`config.mk`:
```
export PLATFORM = sky130hd
export DESIGN_NAME = traffic_phase_ctrl_flat
export DESIGN_NICKNAME = d
export VERILOG_FILES = /design/src/rtl/traffic_phase_ctrl_if.sv /design/src/rtl/traffic_phase_ctrl.sv /design/src/flat_wrapper.sv
export SDC_FILE = /design/constraint.sdc
export NUM_CORES = 1
export LEC_CHECK = 0
export CAP_MARGIN = 5
export CORE_AREA = 2 2 47 49
export CTS_BUF_LIST = sky130_fd_sc_hd__clkbuf_8
export CTS_CLUSTER_SIZE = 40
export DETAILED_ROUTE_END_ITERATION = 7
export DIE_AREA = 0 0 49 51
export GPL_ROUTABILITY_DRIVEN = 0
export HOLD_SLACK_MARGIN = 0.15
export PLACE_DENSITY = 0.81
export SYNTH_ARGS = -nofsm -noshare
export SYNTH_HDL_FRONTEND = slang
export SYNTH_SLANG_ARGS = --single-unit
```
`constraint.sdc`:
```
create_clock -name clk -period 3.29 [get_ports clk]
set_input_delay 0.658 -clock clk [delete_from_list [all_inputs] [get_ports clk]]
set_output_delay 0.658 -clock clk [all_outputs]
set_load 0.05 [all_outputs]
```
`src/rtl/traffic_phase_ctrl_if.sv`:
```
`default_nettype none
// ============================================================================
//  Module   : traffic_phase_ctrl_if
//  Purpose  : Detector inputs and lamp/phase outputs of the intersection
//             controller, bundled for connection to the lamp-driver side.
//  Revision : 1.0  initial release
// ============================================================================
interface traffic_phase_ctrl_if;
    logic       NS_VEHICLE_DETECT;
    logic       EW_VEHICLE_DETECT;
    logic       NS_RED;
    logic       NS_YELLOW;
    logic       NS_GREEN;
    logic       EW_RED;
    logic       EW_YELLOW;
    logic       EW_GREEN;
    logic [2:0] PHASE;

    modport master (
        output NS_VEHICLE_DETECT, EW_VEHICLE_DETECT,
        input  NS_RED, NS_YELLOW, NS_GREEN,
        input  EW_RED, EW_YELLOW, EW_GREEN,
        input  PHASE
    );

    modport slave (
        input  NS_VEHICLE_DETECT, EW_VEHICLE_DETECT,
        output NS_RED, NS_YELLOW, NS_GREEN,
        output EW_RED, EW_YELLOW, EW_GREEN,
        output PHASE
    );
endinterface
`default_nettype wire

```
`src/rtl/traffic_phase_ctrl.sv`:
```
`default_nettype none
// ============================================================================
//  Module   : traffic_phase_ctrl
//  Purpose  : Vehicle-actuated NS/EW signal controller with tick prescaler,
//             per-phase tick timer and registered lamp outputs.
//             Optional all-red clearance phases: define TRAFFIC_ALL_RED_EN.
//  Revision : 1.0  initial release
// ============================================================================
module traffic_phase_ctrl #(
    parameter int TICK_DIV     = 4,
    parameter int CNT_W        = 5,
    parameter int NS_MIN_GREEN = 3,
    parameter int NS_MAX_GREEN = 6,
    parameter int EW_MIN_GREEN = 2,
    parameter int EW_MAX_GREEN = 4,
    parameter int YELLOW_TIME  = 2,
    parameter int ALL_RED_TIME = 1
) (
    input  wire logic           clk,
    input  wire logic           rst,
    traffic_phase_ctrl_if.slave bus
);

    typedef enum logic [2:0] {
        S_NS_G   = 3'd0,
        S_NS_Y   = 3'd1,
        S_NS_CLR = 3'd2,
        S_EW_G   = 3'd3,
        S_EW_Y   = 3'd4,
        S_EW_CLR = 3'd5
    } state_t;

    localparam int                   c_PRESC_W    = (TICK_DIV > 1) ? $clog2(TICK_DIV) : 1;
    localparam logic [c_PRESC_W-1:0] c_PRESC_LAST = c_PRESC_W'(TICK_DIV - 1);
    localparam logic [CNT_W-1:0]     c_NS_MIN     = CNT_W'(NS_MIN_GREEN);
    localparam logic [CNT_W-1:0]     c_NS_MAX     = CNT_W'(NS_MAX_GREEN);
    localparam logic [CNT_W-1:0]     c_EW_MIN     = CNT_W'(EW_MIN_GREEN);
    localparam logic [CNT_W-1:0]     c_EW_MAX     = CNT_W'(EW_MAX_GREEN);
    localparam logic [CNT_W-1:0]     c_YELLOW     = CNT_W'(YELLOW_TIME);

`ifdef TRAFFIC_ALL_RED_EN
    localparam logic [CNT_W-1:0]     c_ALL_RED    = CNT_W'(ALL_RED_TIME);
    localparam state_t               c_RESET_ST   = S_EW_CLR;
    localparam state_t               c_AFTER_NS_Y = S_NS_CLR;
    localparam state_t               c_AFTER_EW_Y = S_EW_CLR;
`else
    localparam state_t               c_RESET_ST   = S_NS_G;
    localparam state_t               c_AFTER_NS_Y = S_EW_G;
    localparam state_t               c_AFTER_EW_Y = S_NS_G;
    wire logic w_unused_all_red = (ALL_RED_TIME != 0);
`endif

    state_t               r_state;
    logic [c_PRESC_W-1:0] r_presc;
    logic [CNT_W-1:0]     r_ticks;
    logic                 r_req_ns;
    logic                 r_req_ew;
    logic [5:0]           r_lamps;

    state_t               w_state_nxt;
    logic                 w_wrap;
    logic [CNT_W-1:0]     w_ticks_nxt;
    logic                 w_ns_exit;
    logic                 w_ew_exit;
    logic                 w_yel_done;
    logic                 w_req_ns_nxt;
    logic                 w_req_ew_nxt;

    // Decisions use the tick count as it will stand after this edge, so a
    // phase of N ticks occupies exactly N*TICK_DIV cycles.
    assign w_wrap      = (r_presc == c_PRESC_LAST);
    assign w_ticks_nxt = (w_wrap && (r_ticks != {CNT_W{1'b1}})) ? r_ticks + CNT_W'(1) : r_ticks;

    assign w_ns_exit  = (w_ticks_nxt >= c_NS_MIN) && r_req_ew &&
                        (!bus.NS_VEHICLE_DETECT || (w_ticks_nxt >= c_NS_MAX));
    assign w_ew_exit  = (w_ticks_nxt >= c_EW_MIN) && r_req_ns &&
                        (!bus.EW_VEHICLE_DETECT || (w_ticks_nxt >= c_EW_MAX));
    assign w_yel_done = (w_ticks_nxt == c_YELLOW);

    always_comb begin
        w_state_nxt = r_state;
        case (r_state)
            S_NS_G:   if (w_ns_exit)  w_state_nxt = S_NS_Y;
            S_NS_Y:   if (w_yel_done) w_state_nxt = c_AFTER_NS_Y;
            S_EW_G:   if (w_ew_exit)  w_state_nxt = S_EW_Y;
            S_EW_Y:   if (w_yel_done) w_state_nxt = c_AFTER_EW_Y;
`ifdef TRAFFIC_ALL_RED_EN
            S_NS_CLR: if (w_ticks_nxt == c_ALL_RED) w_state_nxt = S_EW_G;
            S_EW_CLR: if (w_ticks_nxt == c_ALL_RED) w_state_nxt = S_NS_G;
`endif
            default:  w_state_nxt = c_RESET_ST;
        endcase
    end

    // Entering a road's green clears its request even if its detector is high.
    assign w_req_ns_nxt = ((w_state_nxt == S_NS_G) && (r_state != S_NS_G)) ? 1'b0 :
                          (r_req_ns || (bus.NS_VEHICLE_DETECT && (r_state != S_NS_G)));
    assign w_req_ew_nxt = ((w_state_nxt == S_EW_G) && (r_state != S_EW_G)) ? 1'b0 :
                          (r_req_ew || (bus.EW_VEHICLE_DETECT && (r_state != S_EW_G)));

    // Lamp order: {NS_RED, NS_YELLOW, NS_GREEN, EW_RED, EW_YELLOW, EW_GREEN}
    function automatic logic [5:0] f_lamps(input state_t s);
        case (s)
            S_NS_G:  f_lamps = 6'b001_100;
            S_NS_Y:  f_lamps = 6'b010_100;
            S_EW_G:  f_lamps = 6'b100_001;
            S_EW_Y:  f_lamps = 6'b100_010;
            default: f_lamps = 6'b100_100;
        endcase
    endfunction

    always_ff @(posedge clk) begin
        if (rst) begin
            r_state  <= c_RESET_ST;
            r_lamps  <= f_lamps(c_RESET_ST);
            r_presc  <= '0;
            r_ticks  <= '0;
            r_req_ns <= 1'b0;
            r_req_ew <= 1'b0;
        end else begin
            r_state  <= w_state_nxt;
            r_lamps  <= f_lamps(w_state_nxt);
            r_req_ns <= w_req_ns_nxt;
            r_req_ew <= w_req_ew_nxt;
            if (w_state_nxt != r_state) begin
                r_presc <= '0;
                r_ticks <= '0;
            end else begin
                r_presc <= w_wrap ? '0 : r_presc + c_PRESC_W'(1);
                r_ticks <= w_ticks_nxt;
            end
        end
    end

    assign bus.NS_RED    = r_lamps[5];
    assign bus.NS_YELLOW = r_lamps[4];
    assign bus.NS_GREEN  = r_lamps[3];
    assign bus.EW_RED    = r_lamps[2];
    assign bus.EW_YELLOW = r_lamps[1];
    assign bus.EW_GREEN  = r_lamps[0];
    assign bus.PHASE     = r_state;

endmodule
`default_nettype wire

```
`src/flat_wrapper.sv`:
```
// flat-port wrapper written by rule: the top's interface ports become plain ports
module traffic_phase_ctrl_flat 
#(
    parameter int TICK_DIV     = 4,
    parameter int CNT_W        = 5,
    parameter int NS_MIN_GREEN = 3,
    parameter int NS_MAX_GREEN = 6,
    parameter int EW_MIN_GREEN = 2,
    parameter int EW_MAX_GREEN = 4,
    parameter int YELLOW_TIME  = 2,
    parameter int ALL_RED_TIME = 1
)
  (clk, rst, bus_NS_VEHICLE_DETECT, bus_EW_VEHICLE_DETECT, bus_NS_RED, bus_NS_YELLOW, bus_NS_GREEN, bus_EW_RED, bus_EW_YELLOW, bus_EW_GREEN, bus_PHASE);
  traffic_phase_ctrl_if bus_i ();
  input  wire logic clk;
  input  wire logic rst;
  input wire logic [$bits(bus_i.NS_VEHICLE_DETECT)-1:0] bus_NS_VEHICLE_DETECT;
  input wire logic [$bits(bus_i.EW_VEHICLE_DETECT)-1:0] bus_EW_VEHICLE_DETECT;
  output wire logic [$bits(bus_i.NS_RED)-1:0] bus_NS_RED;
  output wire logic [$bits(bus_i.NS_YELLOW)-1:0] bus_NS_YELLOW;
  output wire logic [$bits(bus_i.NS_GREEN)-1:0] bus_NS_GREEN;
  output wire logic [$bits(bus_i.EW_RED)-1:0] bus_EW_RED;
  output wire logic [$bits(bus_i.EW_YELLOW)-1:0] bus_EW_YELLOW;
  output wire logic [$bits(bus_i.EW_GREEN)-1:0] bus_EW_GREEN;
  output wire logic [$bits(bus_i.PHASE)-1:0] bus_PHASE;
  assign bus_i.NS_VEHICLE_DETECT = bus_NS_VEHICLE_DETECT;
  assign bus_i.EW_VEHICLE_DETECT = bus_EW_VEHICLE_DETECT;
  assign bus_NS_RED = bus_i.NS_RED;
  assign bus_NS_YELLOW = bus_i.NS_YELLOW;
  assign bus_NS_GREEN = bus_i.NS_GREEN;
  assign bus_EW_RED = bus_i.EW_RED;
  assign bus_EW_YELLOW = bus_i.EW_YELLOW;
  assign bus_EW_GREEN = bus_i.EW_GREEN;
  assign bus_PHASE = bus_i.PHASE;
  traffic_phase_ctrl #(.TICK_DIV(TICK_DIV), .CNT_W(CNT_W), .NS_MIN_GREEN(NS_MIN_GREEN), .NS_MAX_GREEN(NS_MAX_GREEN), .EW_MIN_GREEN(EW_MIN_GREEN), .EW_MAX_GREEN(EW_MAX_GREEN), .YELLOW_TIME(YELLOW_TIME), .ALL_RED_TIME(ALL_RED_TIME)) u_core (.clk(clk), .rst(rst), .bus(bus_i));
endmodule
```
==> impl_metrics.py <==
metrics = {
    "floorplanning": {
        "die_area_mm2": 0.002499,
        "die_h_um": 51,
        "die_w_um": 49,
        "rows": 17,
        "coreArea_mm2": 0.002063,
        "start_util": 0.4378,
        "ios": 13,
    },
    "sta": {
        "rsz0062_at_grt": "no",
        "fin_crit_ns": 2.925,
        "skew_ns": 0.006554,
        "fin_crit_sh": 0.8890,
        "setup_viol": 0,
        "fin_ws_ns": 0.3652,
        "timing.setup.tns_ns": 0,
        "slew_viol_final": 0,
        "holdWs_ns": 0.5064,
        "max_slew_margin": 0.6401,
        "hold_viol": 0,
        "fmax_mhz": 341.9,
        "worst_slew_pin_slew_ns": 0.5382,
    },
    "pwr": {
        "ir_worst_vdd_v": 0.0003242,
        "power_leakage_uw": 0.0004170,
        "cellPowerDensity_mw_per_mm2": 474.1,
    },
    "setup_path": {
        "worst-endpoint-arrival_ns": 3.06,
        "critPathRequiredTime_ns": 3.43,
        "cp_max_fo": 7,
        "path_buf_inv": 0,
        "critPathKind": "reg2reg",
        "path_common_cell": "ha_1",
        "critPathSlowestCell": "dfxtp_1",
        "startpoint_type": "register",
        "crit_chain": "ha_1 > and3_1 > ha_1 > nand2b_1 > mux2i_4 > nand4_1 > or3_1 > a32o_2 > a2111oi_1",
        "end_kind": "register",
        "max_stage_delay_ns": 0.46,
        "crit_family": "simple AND/OR/NAND/NOR gates",
    },
    "synthesis": {
        "avgSynthCellArea_um2": 8.857,
        "synth_fp_nets": 109,
        "ys_async_sr_fraction": 0,
        "synth_seq_cells": 18,
        "ys_types": 40,
        "yosys-top-cells-count": "18 x dfxtp_1, 9 x nor2_1, 8 x nand2_1",
        "synth.most_common_cell": "dfxtp_1",
        "synth_top_area_share": 0.3989,
        "postSynthCellCount": 102,
        "syn-cell-area_um2": 903.4,
        "synth_seq_area_share": 0.3989,
        "yosysWarnings": 0,
        "ys.flop_type": "dfxtp_1",
        "synth-edff-count": 0,
        "synthTopCellsByArea": "dfxtp_1 40%, ha_1 4.2%, o21bai_1 4.2%, nor2_1 3.7%, nand2_1 3.3%",
        "yosysTopAreaCell": "dfxtp_1",
    },
    "global_route": {
        "grt_usage": 0.1787,
        "antenna_found_initial": 0,
        "grt_first_pass_wirelength_um": 3387,
        "overflow": 0,
        "grt_max_degree": 17,
        "grt_pass1_vias": 759,
    },
    "layout": {
        "layout.nets": 123,
        "diodes": 0,
        "drive_gt1_frac": 0.07895,
        "synthToLayoutAreaGrowth_pct": 20.08,
        "fin_cells": 142,
        "final_cell_area_mm2": 0.001085,
    },
    "clocking": {
        "cts_tree": "done",
        "cts_root_buffer": "clkbuf_8",
        "clockBufferDepth": 2,
        "cts_resized": 0,
        "h-tree-depth": 1,
        "clkTransAtPathRegs_ns": 0.06,
        "clk_latency_ns": 0.26,
        "cts_sinks": 18,
        "postCtsSetupBuffers": 0,
        "ctsHoldBuffers": 0,
        "cts_buffers": 3,
    },
    "detailed_routing": {
        "dr_total_vias": 814,
        "firstDrtPassIters": 4,
        "vias_per_cell": 5.732,
        "drcViolationCount": 0,
        "drt-initial-drc-count": 51,
        "wl_um": 2043,
        "final_antenna_net_count": 0,
        "routedWlPerCell_um": 14.39,
    },
    "job": {
        "cap_violations": 0,
    },
    "place": {
        "dp_hpwl_um": 1446,
        "place_inst": 139,
        "dp_slack_ns": 0.3961,
        "place.port_buffers": 12,
        "placed_cell_area_mm2": 0.001044,
    },
    "hold_path": {
        "hp-class": "reg2reg",
    },
    "status": {
        "outcome": "completed",
    },
}
==> kinds of logic (layout without fill, tap and decap cells) <==
| kind of cell | count (synthesis) | after routing | synth area share |
|---|---|---|---|
| AND/OR/NAND/NOR | 46 | 46 | 0.2770 |
| buffers and inverters | 6 | 18 | 0.03739 |
| XOR/XNOR | 2 | 2 | 0.01939 |
| multiplexers | 1 | 1 | 0.02493 |
| adder cells (fa/ha/maj) | 3 | 3 | 0.04156 |
| AO/OA/AOI/OAI | 26 | 26 | 0.2008 |
| flip-flops | 18 | 18 | 0.3989 |
==> cell usage in the layout (no fill, tap or decap), types with 2 or more instances in the layout <==
cell	count
dfxtp_1	18
clkdlybuf4s50_1	12
nor2_1	9
nand2_1	8
a21oi_1	5
o21bai_1	5
nor2b_1	4
nor4_1	4
nor3_1	4
nand3_1	3
o21ai_1	3
o21ai_0	3
ha_1	3
clkbuf_8	3
nand2b_1	2
xor2_1	2
or3_1	2
buf_4	2
==> state kept, by name, indices dropped and copies added, names as in the netlist <==
signal            flops
u_core.r_ticks        5
u_core.bus.PHASE      3
u_core.r_presc        2
u_core.r_req_ew       1
u_core.r_req_ns       1
u_core.r_lamps        6
==> report_power, final <==
group / leakage [uW] / switching, uW / internal [uW] / total (uW)
Clock: 0.0000216 / 73.2 / 81.5 / 155
Sequential: 0.000146 / 14.5 / 234 / 249
Combinational: 0.000249 / 70.0 / 40.7 / 111
==> per-layer routing <==
layer | share of wire | global-route usage | vias to the layer above
li1 | - | - | 400
met1 | 0.45 | 0.2106 | 385
met2 | 0.47 | 0.2991 | 23
met3 | 0.051 | 0.03801 | 6
met4 | 0.022 | 0.1095 | 0
met5 | 0 | 0 | -
==> per-stage QoR <==
step                total power (uW)  utilization
floorplan                      328.4            -
global placement               359.6       0.5058
detailed placement             362.5       0.5058
CTS                            514.3       0.5258
global route                   532.1       0.5258
finish                         514.3       0.5258
==> worst min-delay path, stage by stage, from the launching register on <==
cell and delay, ns:
dfxtp_1 0.33, or3_1 0.10, nor3_1 0.04
==> worst paths after layout <==
check / from / to / slack, ns / cells after the start
max: u_core.r_ticks[0] / u_core.r_ticks[3] / 0.37 / 9
min: u_core.r_presc[0] / u_core.r_presc[0] / 0.51 / 2
max reg2reg: u_core.r_ticks[0] / u_core.r_ticks[3] / 0.37 / 9
min reg2reg: u_core.r_presc[0] / u_core.r_presc[0] / 0.51 / 2
==> final cells by class <==
class	instances	area, um2
repair buffers	14	135.1
inverters	1	3.754
clock buffers	3	41.29
multi-input cells	78	509.2
fillers	192	978.4
flip-flops and latches	18	360.3
well taps	28	35.03
Note: power is estimated with default switching activity, not from simulation.
